**src/rtl/addsub_seq64_if.sv**
```systemverilog
// Operand/result handshake bundle for the chunked adder/subtractor.
// The master side is the upstream shifter plus downstream normalizer; the slave side is the adder.
interface addsub_seq64_if #(
  parameter int WIDTH = 64
);
  logic             InValid;
  logic             InReady;
  logic [WIDTH-1:0] X;
  logic [WIDTH-1:0] Y;
  logic             Sub;
  logic             OutValid;
  logic             OutReady;
  logic [WIDTH-1:0] S;
  logic             Cout;
  logic             Neg;
  logic [WIDTH-1:0] Mag;

  modport master (
    output InValid, X, Y, Sub, OutReady,
    input  InReady, OutValid, S, Cout, Neg, Mag
  );

  modport slave (
    input  InValid, X, Y, Sub, OutReady,
    output InReady, OutValid, S, Cout, Neg, Mag
  );
endinterface

```
**src/rtl/addsub_seq64.sv**
```systemverilog
// Multi-cycle adder/subtractor: CHUNK bits per cycle with a rippled carry, then an
// optional two's-complement pass producing the magnitude of a negative difference.
module addsub_seq64 #(
  parameter int WIDTH = 64,
  parameter int CHUNK = 16
) (
  input  logic          clk,
  input  logic          reset,
  addsub_seq64_if.slave io_bus
);
  localparam int NCH = WIDTH / CHUNK;
  localparam int CW  = (NCH > 1) ? $clog2(NCH) : 1;
  localparam logic [CW-1:0] LAST = CW'(NCH - 1);

  localparam logic [1:0] S_IDLE = 2'd0;
  localparam logic [1:0] S_ADD  = 2'd1;
  localparam logic [1:0] S_NEG  = 2'd2;
  localparam logic [1:0] S_DONE = 2'd3;

  logic [1:0]       r_state;
  logic [CW-1:0]    r_cnt;
  logic             r_carry;
  logic             r_sub;
  logic             r_cout;
  logic             r_neg;
  logic [WIDTH-1:0] r_x;
  logic [WIDTH-1:0] r_y;
  logic [WIDTH-1:0] r_s;
  logic [WIDTH-1:0] r_mag;

  logic [CHUNK-1:0] w_xc;
  logic [CHUNK-1:0] w_yc;
  logic [CHUNK-1:0] w_sc;
  logic [CHUNK:0]   w_add;
  logic [CHUNK:0]   w_inv;
  logic             w_accept;
  logic             w_last;

  assign w_xc     = r_x[r_cnt*CHUNK +: CHUNK];
  assign w_yc     = r_y[r_cnt*CHUNK +: CHUNK];
  assign w_sc     = r_s[r_cnt*CHUNK +: CHUNK];
  assign w_add    = {1'b0, w_xc} + {1'b0, w_yc} + {{CHUNK{1'b0}}, r_carry};
  assign w_inv    = {1'b0, ~w_sc} + {{CHUNK{1'b0}}, r_carry};
  assign w_accept = io_bus.InValid && (r_state == S_IDLE);
  assign w_last   = (r_cnt == LAST);

  // Y is stored pre-inverted for subtraction so the ADD pass is a plain add with carry-in = Sub.
  always_ff @(posedge clk) begin
    if (w_accept) begin
      r_x <= io_bus.X;
      r_y <= io_bus.Y ^ {WIDTH{io_bus.Sub}};
    end
  end

  always_ff @(posedge clk or posedge reset) begin
    if (reset) begin
      r_state <= S_IDLE;
      r_cnt   <= '0;
      r_carry <= 1'b0;
      r_sub   <= 1'b0;
      r_cout  <= 1'b0;
      r_neg   <= 1'b0;
      r_s     <= '0;
      r_mag   <= '0;
    end else begin
      case (r_state)
        S_IDLE: begin
          if (w_accept) begin
            r_cnt   <= '0;
            r_carry <= io_bus.Sub;
            r_sub   <= io_bus.Sub;
            r_state <= S_ADD;
          end
        end
        S_ADD: begin
          // Mag tracks S chunk by chunk; a following NEG pass overwrites it entirely.
          r_s[r_cnt*CHUNK +: CHUNK]   <= w_add[CHUNK-1:0];
          r_mag[r_cnt*CHUNK +: CHUNK] <= w_add[CHUNK-1:0];
          r_carry <= w_add[CHUNK];
          r_cnt   <= r_cnt + CW'(1);
          if (w_last) begin
            r_cout <= w_add[CHUNK];
            r_neg  <= r_sub & ~w_add[CHUNK];
            r_cnt  <= '0;
            if (r_sub & ~w_add[CHUNK]) begin
              r_carry <= 1'b1;
              r_state <= S_NEG;
            end else begin
              r_state <= S_DONE;
            end
          end
        end
        S_NEG: begin
          r_mag[r_cnt*CHUNK +: CHUNK] <= w_inv[CHUNK-1:0];
          r_carry <= w_inv[CHUNK];
          r_cnt   <= r_cnt + CW'(1);
          if (w_last) begin
            r_cnt   <= '0;
            r_state <= S_DONE;
          end
        end
        S_DONE: begin
          if (io_bus.OutReady) r_state <= S_IDLE;
        end
        default: r_state <= S_IDLE;
      endcase
    end
  end

  assign io_bus.InReady  = (r_state == S_IDLE);
  assign io_bus.OutValid = (r_state == S_DONE);
  assign io_bus.S        = r_s;
  assign io_bus.Mag      = r_mag;
  assign io_bus.Cout     = r_cout;
  assign io_bus.Neg      = r_neg;
endmodule

```
**src/flat_wrapper.sv**
```systemverilog
// flat-port wrapper written by rule: the top's interface ports become plain ports
module addsub_seq64_flat 
#(
  parameter int WIDTH = 64,
  parameter int CHUNK = 16
)
  (clk, reset, io_bus_InValid, io_bus_X, io_bus_Y, io_bus_Sub, io_bus_OutReady, io_bus_InReady, io_bus_OutValid, io_bus_S, io_bus_Cout, io_bus_Neg, io_bus_Mag);
  addsub_seq64_if #(.WIDTH(WIDTH)) io_bus_i ();
  input  logic clk;
  input  logic reset;
  input wire logic [$bits(io_bus_i.InValid)-1:0] io_bus_InValid;
  input wire logic [$bits(io_bus_i.X)-1:0] io_bus_X;
  input wire logic [$bits(io_bus_i.Y)-1:0] io_bus_Y;
  input wire logic [$bits(io_bus_i.Sub)-1:0] io_bus_Sub;
  input wire logic [$bits(io_bus_i.OutReady)-1:0] io_bus_OutReady;
  output wire logic [$bits(io_bus_i.InReady)-1:0] io_bus_InReady;
  output wire logic [$bits(io_bus_i.OutValid)-1:0] io_bus_OutValid;
  output wire logic [$bits(io_bus_i.S)-1:0] io_bus_S;
  output wire logic [$bits(io_bus_i.Cout)-1:0] io_bus_Cout;
  output wire logic [$bits(io_bus_i.Neg)-1:0] io_bus_Neg;
  output wire logic [$bits(io_bus_i.Mag)-1:0] io_bus_Mag;
  assign io_bus_i.InValid = io_bus_InValid;
  assign io_bus_i.X = io_bus_X;
  assign io_bus_i.Y = io_bus_Y;
  assign io_bus_i.Sub = io_bus_Sub;
  assign io_bus_i.OutReady = io_bus_OutReady;
  assign io_bus_InReady = io_bus_i.InReady;
  assign io_bus_OutValid = io_bus_i.OutValid;
  assign io_bus_S = io_bus_i.S;
  assign io_bus_Cout = io_bus_i.Cout;
  assign io_bus_Neg = io_bus_i.Neg;
  assign io_bus_Mag = io_bus_i.Mag;
  addsub_seq64 #(.WIDTH(WIDTH), .CHUNK(CHUNK)) u_core (.clk(clk), .reset(reset), .io_bus(io_bus_i));
endmodule
```
**config.mk**
```make
export PLATFORM = sky130hd
export DESIGN_NAME = addsub_seq64_flat
export DESIGN_NICKNAME = d
export VERILOG_FILES = /design/src/rtl/addsub_seq64_if.sv /design/src/rtl/addsub_seq64.sv /design/src/flat_wrapper.sv
export SDC_FILE = /design/constraint.sdc
export NUM_CORES = 1
export LEC_CHECK = 0
export ABC_AREA = 1
export BUFFER_PORTS_ARGS = -buffer_cell sky130_fd_sc_hd__buf_2
export CAP_MARGIN = 20
export CORE_AREA = 3 3 216 218
export CTS_BUF_LIST = sky130_fd_sc_hd__clkbuf_4 sky130_fd_sc_hd__clkbuf_8
export DETAILED_ROUTE_END_ITERATION = 8
export DIE_AREA = 0 0 219 221
export PLACE_DENSITY = 0.53
export SKIP_LAST_GASP = 1
export SYNTH_ARGS = -nofsm -noshare
export SYNTH_HDL_FRONTEND = slang
export SYNTH_SLANG_ARGS = --single-unit
```
**constraint.sdc**
```tcl
create_clock -name clk -period 6.6 [get_ports clk]
set_input_delay 1.32 -clock clk [delete_from_list [all_inputs] [get_ports clk]]
set_output_delay 1.32 -clock clk [all_outputs]
set_load 0.02 [all_outputs]
```
* After elaboration in Yosys (flattened, before gate mapping)
Cells that the tools add are included.
** Operators by class
- $lt $le $gt $ge :: 0
- Multiply operators :: 0
- Add/sub/neg operators :: 5
- Shifts and indexed selects :: 6
- Reductions and logical operators :: 11
- Muxes and demuxes :: 17
- Equality and inequality tests :: 8
- Divide/modulo/power cells :: 0
- Bitwise logic cells :: 4
** Operators with widths (number)
- bitwise mux 64 bit :: 3
- variable part select 64 x 7 -> 16 bit :: 3
- one-hot mux 64 bit (2 select lines) :: 1
- variable part select 16 x 34 -> 64 bit :: 2
- variable shift 16 x 34 -> 64 bit, first input constant :: 1
- bitwise XOR 64 bit :: 1
- negator 6 -> 34 bit :: 1
- adder 16 x 1 -> 17 bit :: 1
- adder 16 x 16 -> 17 bit :: 1
- adder 17 x 1 -> 17 bit :: 1
- inverter 16 bit :: 1
- two-way mux 2 bit :: 6
- one-hot mux 2 bit (4 select lines) :: 1
- AND reduction 2 bit :: 4
- == test 2 bit, second input constant :: 3
- != test 2 x 1 -> 1 bit, second input constant :: 3
- two-way mux 1 bit :: 4
- one-hot mux 2 bit (2 select lines) :: 1
- AND reduction 4 bit :: 1
- nonzero test 2 bit :: 2
- one-hot mux 1 bit (3 select lines) :: 1
- nonzero test 3 bit :: 1
- adder 2 x 1 -> 2 bit, second input constant :: 1
- == test 2 x 1 -> 1 bit, second input constant :: 1
- 6 further kinds :: 6
** Word-level totals
- Flip-flop bits (word level) :: 264
- Latch bits :: 0
- Input port bits :: 133
- Output and inout port bits :: 132
- Memories kept :: 0
- ROM bits :: 0
- RAM bits :: 0

* Logic depth before layout (Yosys ltp)
- Depth in word-level cells :: 8
- Mapped depth :: 24
- Mapped depth without buffers :: 18

* Worst setup path before layout
No wires, ideal clock.
- Path type :: input-to-reg
- Start :: input port io_bus_InValid
- End :: register u_core.r_x[0] (enable)
- Slack :: 2227 ps
- Data arrival time :: 3893 ps
- Required time :: 6119 ps
- Stages :: 2
- Setup time :: 481 ps
- Cell sequence :: nand2_1 -> inv_1
** On the way
- Longest elaborated chain between the ends :: 1
** RTL lines
- from (decl) :: line flat_wrapper.sv:11 : input wire logic [$bits(io_bus_i.InValid)-1:0] io_bus_InValid;
- logical AND 1 bit :: line addsub_seq64.sv:44 : assign w_accept = io_bus.InValid && (r_state == S_IDLE);
- net u_core.w_accept :: line addsub_seq64.sv:36 : logic w_accept;
- to (signal assigned) :: line addsub_seq64.sv:50 : r_x <= io_bus.X;
- to (decl) :: line addsub_seq64.sv:26 : logic [WIDTH-1:0] r_x;
The timed path passes the listed nets, and every way through them passes these cells.
A chain may end at the register's enable or synchronous reset.

* Final worst setup path
- Start :: register u_core.r_cnt[0]
- End :: register u_core.r_mag[23], in the netlist u_core.io_bus.Mag[23]
** On the way
- Longest elaborated chain between the ends :: 6
- Elaborated cells on any way between the ends :: 14
- Those cells by class :: 4 x add/sub; 6 x shift; 3 x mux; 1 x bitwise
** RTL lines
- from (decl) :: line addsub_seq64.sv:21 : logic [CW-1:0] r_cnt;
- from (signal assigned) :: line addsub_seq64.sv:80 : r_cnt <= r_cnt + CW'(1);
- from (signal assigned) :: line addsub_seq64.sv:96 : r_cnt <= r_cnt + CW'(1);
- variable part select 64 x 7 -> 16 bit (on tied branches) :: line addsub_seq64.sv:39, addsub_seq64.sv:40, addsub_seq64.sv:41
- adder 16 x 16 -> 17 bit or inverter 16 bit (tied branches) :: line addsub_seq64.sv:42, addsub_seq64.sv:43
- adder 17 x 1 -> 17 bit or adder 16 x 1 -> 17 bit (tied branches) :: line addsub_seq64.sv:42, addsub_seq64.sv:43
- variable part select 16 x 34 -> 64 bit (on tied branches) :: line addsub_seq64.sv:78, addsub_seq64.sv:94
- bitwise mux 64 bit (on tied branches) :: line addsub_seq64.sv:78, addsub_seq64.sv:94
- one-hot mux 64 bit (2 select lines) * :: line addsub_seq64.sv:66 : case (r_state)
- to (signal, indexed assignment) :: line addsub_seq64.sv:78 : r_mag[r_cnt*CHUNK +: CHUNK] <= w_add[CHUNK-1:0];
- to (signal, indexed assignment) :: line addsub_seq64.sv:94 : r_mag[r_cnt*CHUNK +: CHUNK] <= w_inv[CHUNK-1:0];
- to (decl) :: line addsub_seq64.sv:29 : logic [WIDTH-1:0] r_mag;
Every way passes the cells marked *; elsewhere a longest branch is shown, timed or not.

==> results.cfg <==
[status]
outcome = finished clean

[job]
maxCapViolations = 0

[worst_setup_path]
cp-end-kind = register
r2r_slack_ps = 2280
arrival_ps = 4890
cp_max_fo = 72
r2r_end = u_core.io_bus.Mag[23]$_DFFE_PP0P_
crit_required_ps = 7180
reg2reg_from = u_core.r_cnt[0]$_DFFE_PP0P_
worstSetupStartpointType = register
path_class = reg2reg
worstRegToRegCells = 15

[global_route]
antenna_found_initial = 1
grt.overflow.total = 0
track_usage = 0.202
grt_pass1_wl_um = 73400
grt_max_degree = 74
grt_pass1_vias = 11879

[sta]
max_freq_mhz = 232
rsz0062_at_grt = false
hold_viol_final = 0
relSlewSlack = 0.297
period_minus_slack_ps = 4320
drv_slew = 0
skew_ps = 46.7
worst_slew_pin_slew_ps = 1050
setup_tns_ps = 0
finalSetupViolCount = 0
min_period_over_period = 0.654

[logic_synthesis]
synth-edff-count = 128
syn_area_per_cell_um2 = 8.84
synth_cell_types = 49
ys_seq_elements = 264
netlist_instances = 1522
synth_top_area_share = 0.286
synth_area_leader_cell = edfxtp_1
ys_seq_area_frac = 0.539
netlist_area_mm2 = 0.0135
dominantRegCellSynth = dfrtp_1
yosys_warnings = 0
async_flop_share = 0.515
synth_fp_nets = 1683
yosys-top-cells-area = edfxtp_1 29%, dfrtp_1 25%, nand2_1 12%

[routing]
postRouteAntennaNets = 0
vias_per_cell = 4.93
drcViolationCount = 0
drtPass1Iterations = 7
drtIter0Drc = 851
vias = 11868
wirelength_um = 49800
wire_per_inst_um = 20.7

[hold_path]
hold_class = reg2reg
min_from = u_core.io_bus.Mag[27]$_DFFE_PP0P_
min_path_cells = 2
hold_end = u_core.io_bus.Mag[27]$_DFFE_PP0P_

[power]
power_leakage_nw = 7.52
power_density_mw_per_mm2 = 603
p_total_mw = 9.82
peakVddDrop_mv = 0.253

[clock_tree]
clockRootBuffer = clkbuf_8
clkTransAtPathRegs_ps = 60
cts-htree-levels = 2
cts_tree = yes
cts_made_buffers = 49
clock_path_buffers = 3
cts_resized = 0
cts_setup_buffers = 0
clk-insertion-delay-late_ps = 640
cts_hold_buf = 0
clock_sinks = 264

[die]
die_w_um = 219
pin_count = 265
core_mm2 = 0.0451
rows = 78
start_util = 0.298
die_y_um = 221
die-area_mm2 = 0.0484

[final_layout]
final_cell_mix = 433 x nand2_1, 263 x buf_2, 138 x nor2_1
nets = 1927
drive_gt1_frac = 0.222
stdcell_area_mm2 = 0.0163
final-instance-count-excl-fill = 2405
diodes = 0
syn_to_final_growth_pct = 21.2
final_common_cell = nand2_1

[placed_design]
hpwlAfterDp_um = 36400
dpl_cell_area_mm2 = 0.0153
gp_congestion = 0.893
portBuffers = 264
placed_cells = 2313
## power by group
part	total, mW	switching [mW]	internal (mW)	leakage (nW)
Clock	1.63	0.749	0.884	0.535
Sequential	2.68	0.422	2.26	2.95
Combinational	5.51	4.02	1.50	4.03
## cell families after synthesis
family / Yosys count / share of synthesized area
simple gates: 743 / 0.229
flops: 264 / 0.539
compound gates: 249 / 0.103
buf+inv: 160 / 0.0498
xor+xnor: 78 / 0.0519
fa+ha+maj: 28 / 0.0272
## routing by layer
metal / GRT usage / share of wire / vias to the layer above
li1: - / - / 5611
met3: 0.0428 / 0.075 / 106
met5: 0 / 0.00026 / -
met1: 0.266 / 0.42 / 5643
met2: 0.320 / 0.46 / 506
met4: 0.0851 / 0.041 / 2
## worst max-delay path, cell delays in order, from the launching register on
cell	delay, ps
dfrtp_4	820
buf_4	720
o21ai_0	200
o22ai_1	420
ha_1	320
nand3_1	80
nand2_1	120
nand2_1	90
nand2_1	100
xor2_1	420
inv_1	140
nor3_1	440
nand2_1	130
nand2_1	90
nand3_1	90
nand2_1	80
## synth_stat cells (26+ instances only)
| cell type | number |
|---|---|
| a21oi_1 | 44 |
| ha_1 | 26 |
| o21ai_0 | 125 |
| xor2_1 | 73 |
| dfrtp_1 | 136 |
| o22ai_1 | 32 |
| edfxtp_1 | 128 |
| inv_1 | 67 |
| nand3_1 | 112 |
| nor2_1 | 138 |
| nand2_1 | 433 |
| clkbuf_1 | 56 |
## flip-flops by register name (all words and copies together) (netlist names)
register / cells
u_core.r_sub: 1
u_core.io_bus.Mag: 64
u_core.r_state: 2
u_core.io_bus.S: 64
u_core.r_carry: 1
u_core.r_x: 64
u_core.io_bus.Neg: 1
u_core.r_cnt: 2
u_core.io_bus.Cout: 1
u_core.r_y: 64
## per-stage QoR
step / worst slack [ps] / util / hold WS, ps
3_3_place_gp: 2330 / 0.338 / 465
3_5_place_dp: 2310 / 0.338 / 465
6_report: 2280 / 0.362 / 477
2_1_floorplan: 1640 / - / 475
4_1_cts: 2300 / 0.361 / 481
5_1_grt: 1910 / 0.362 / 505
## how the worst max path moves through the flow
| stage | startpoint | endpoint | slack [ps] | cells past startpoint |
|---|---|---|---|---|
| 2_1_floorplan | reset | u_core.io_bus.Cout$_DFFE_PP0P_ | 1640 | 1 |
| 3_3_place_gp | u_core.r_cnt[0]$_DFFE_PP0P_ | u_core.io_bus.Mag[23]$_DFFE_PP0P_ | 2330 | 15 |
| 3_5_place_dp | u_core.r_cnt[0]$_DFFE_PP0P_ | u_core.io_bus.Mag[55]$_DFFE_PP0P_ | 2310 | 15 |
| 4_1_cts | u_core.r_cnt[0]$_DFFE_PP0P_ | u_core.io_bus.Mag[55]$_DFFE_PP0P_ | 2300 | 15 |
| 5_1_grt | u_core.r_cnt[0]$_DFFE_PP0P_ | u_core.io_bus.Mag[55]$_DFFE_PP0P_ | 1910 | 15 |
| 6_report | u_core.r_cnt[0]$_DFFE_PP0P_ | u_core.io_bus.Mag[23]$_DFFE_PP0P_ | 2280 | 15 |
## area by class of cell
cell class / instances / area [um2]
fill: 4724 / 28800
timing repair buffer: 282 / 1490
clock inverter: 19 / 103
clock buffer: 71 / 902
inverter: 71 / 274
tap: 600 / 751
multi-input combinational: 1098 / 5540
sequential: 264 / 7250
Power figures use the tool's default switching activity.
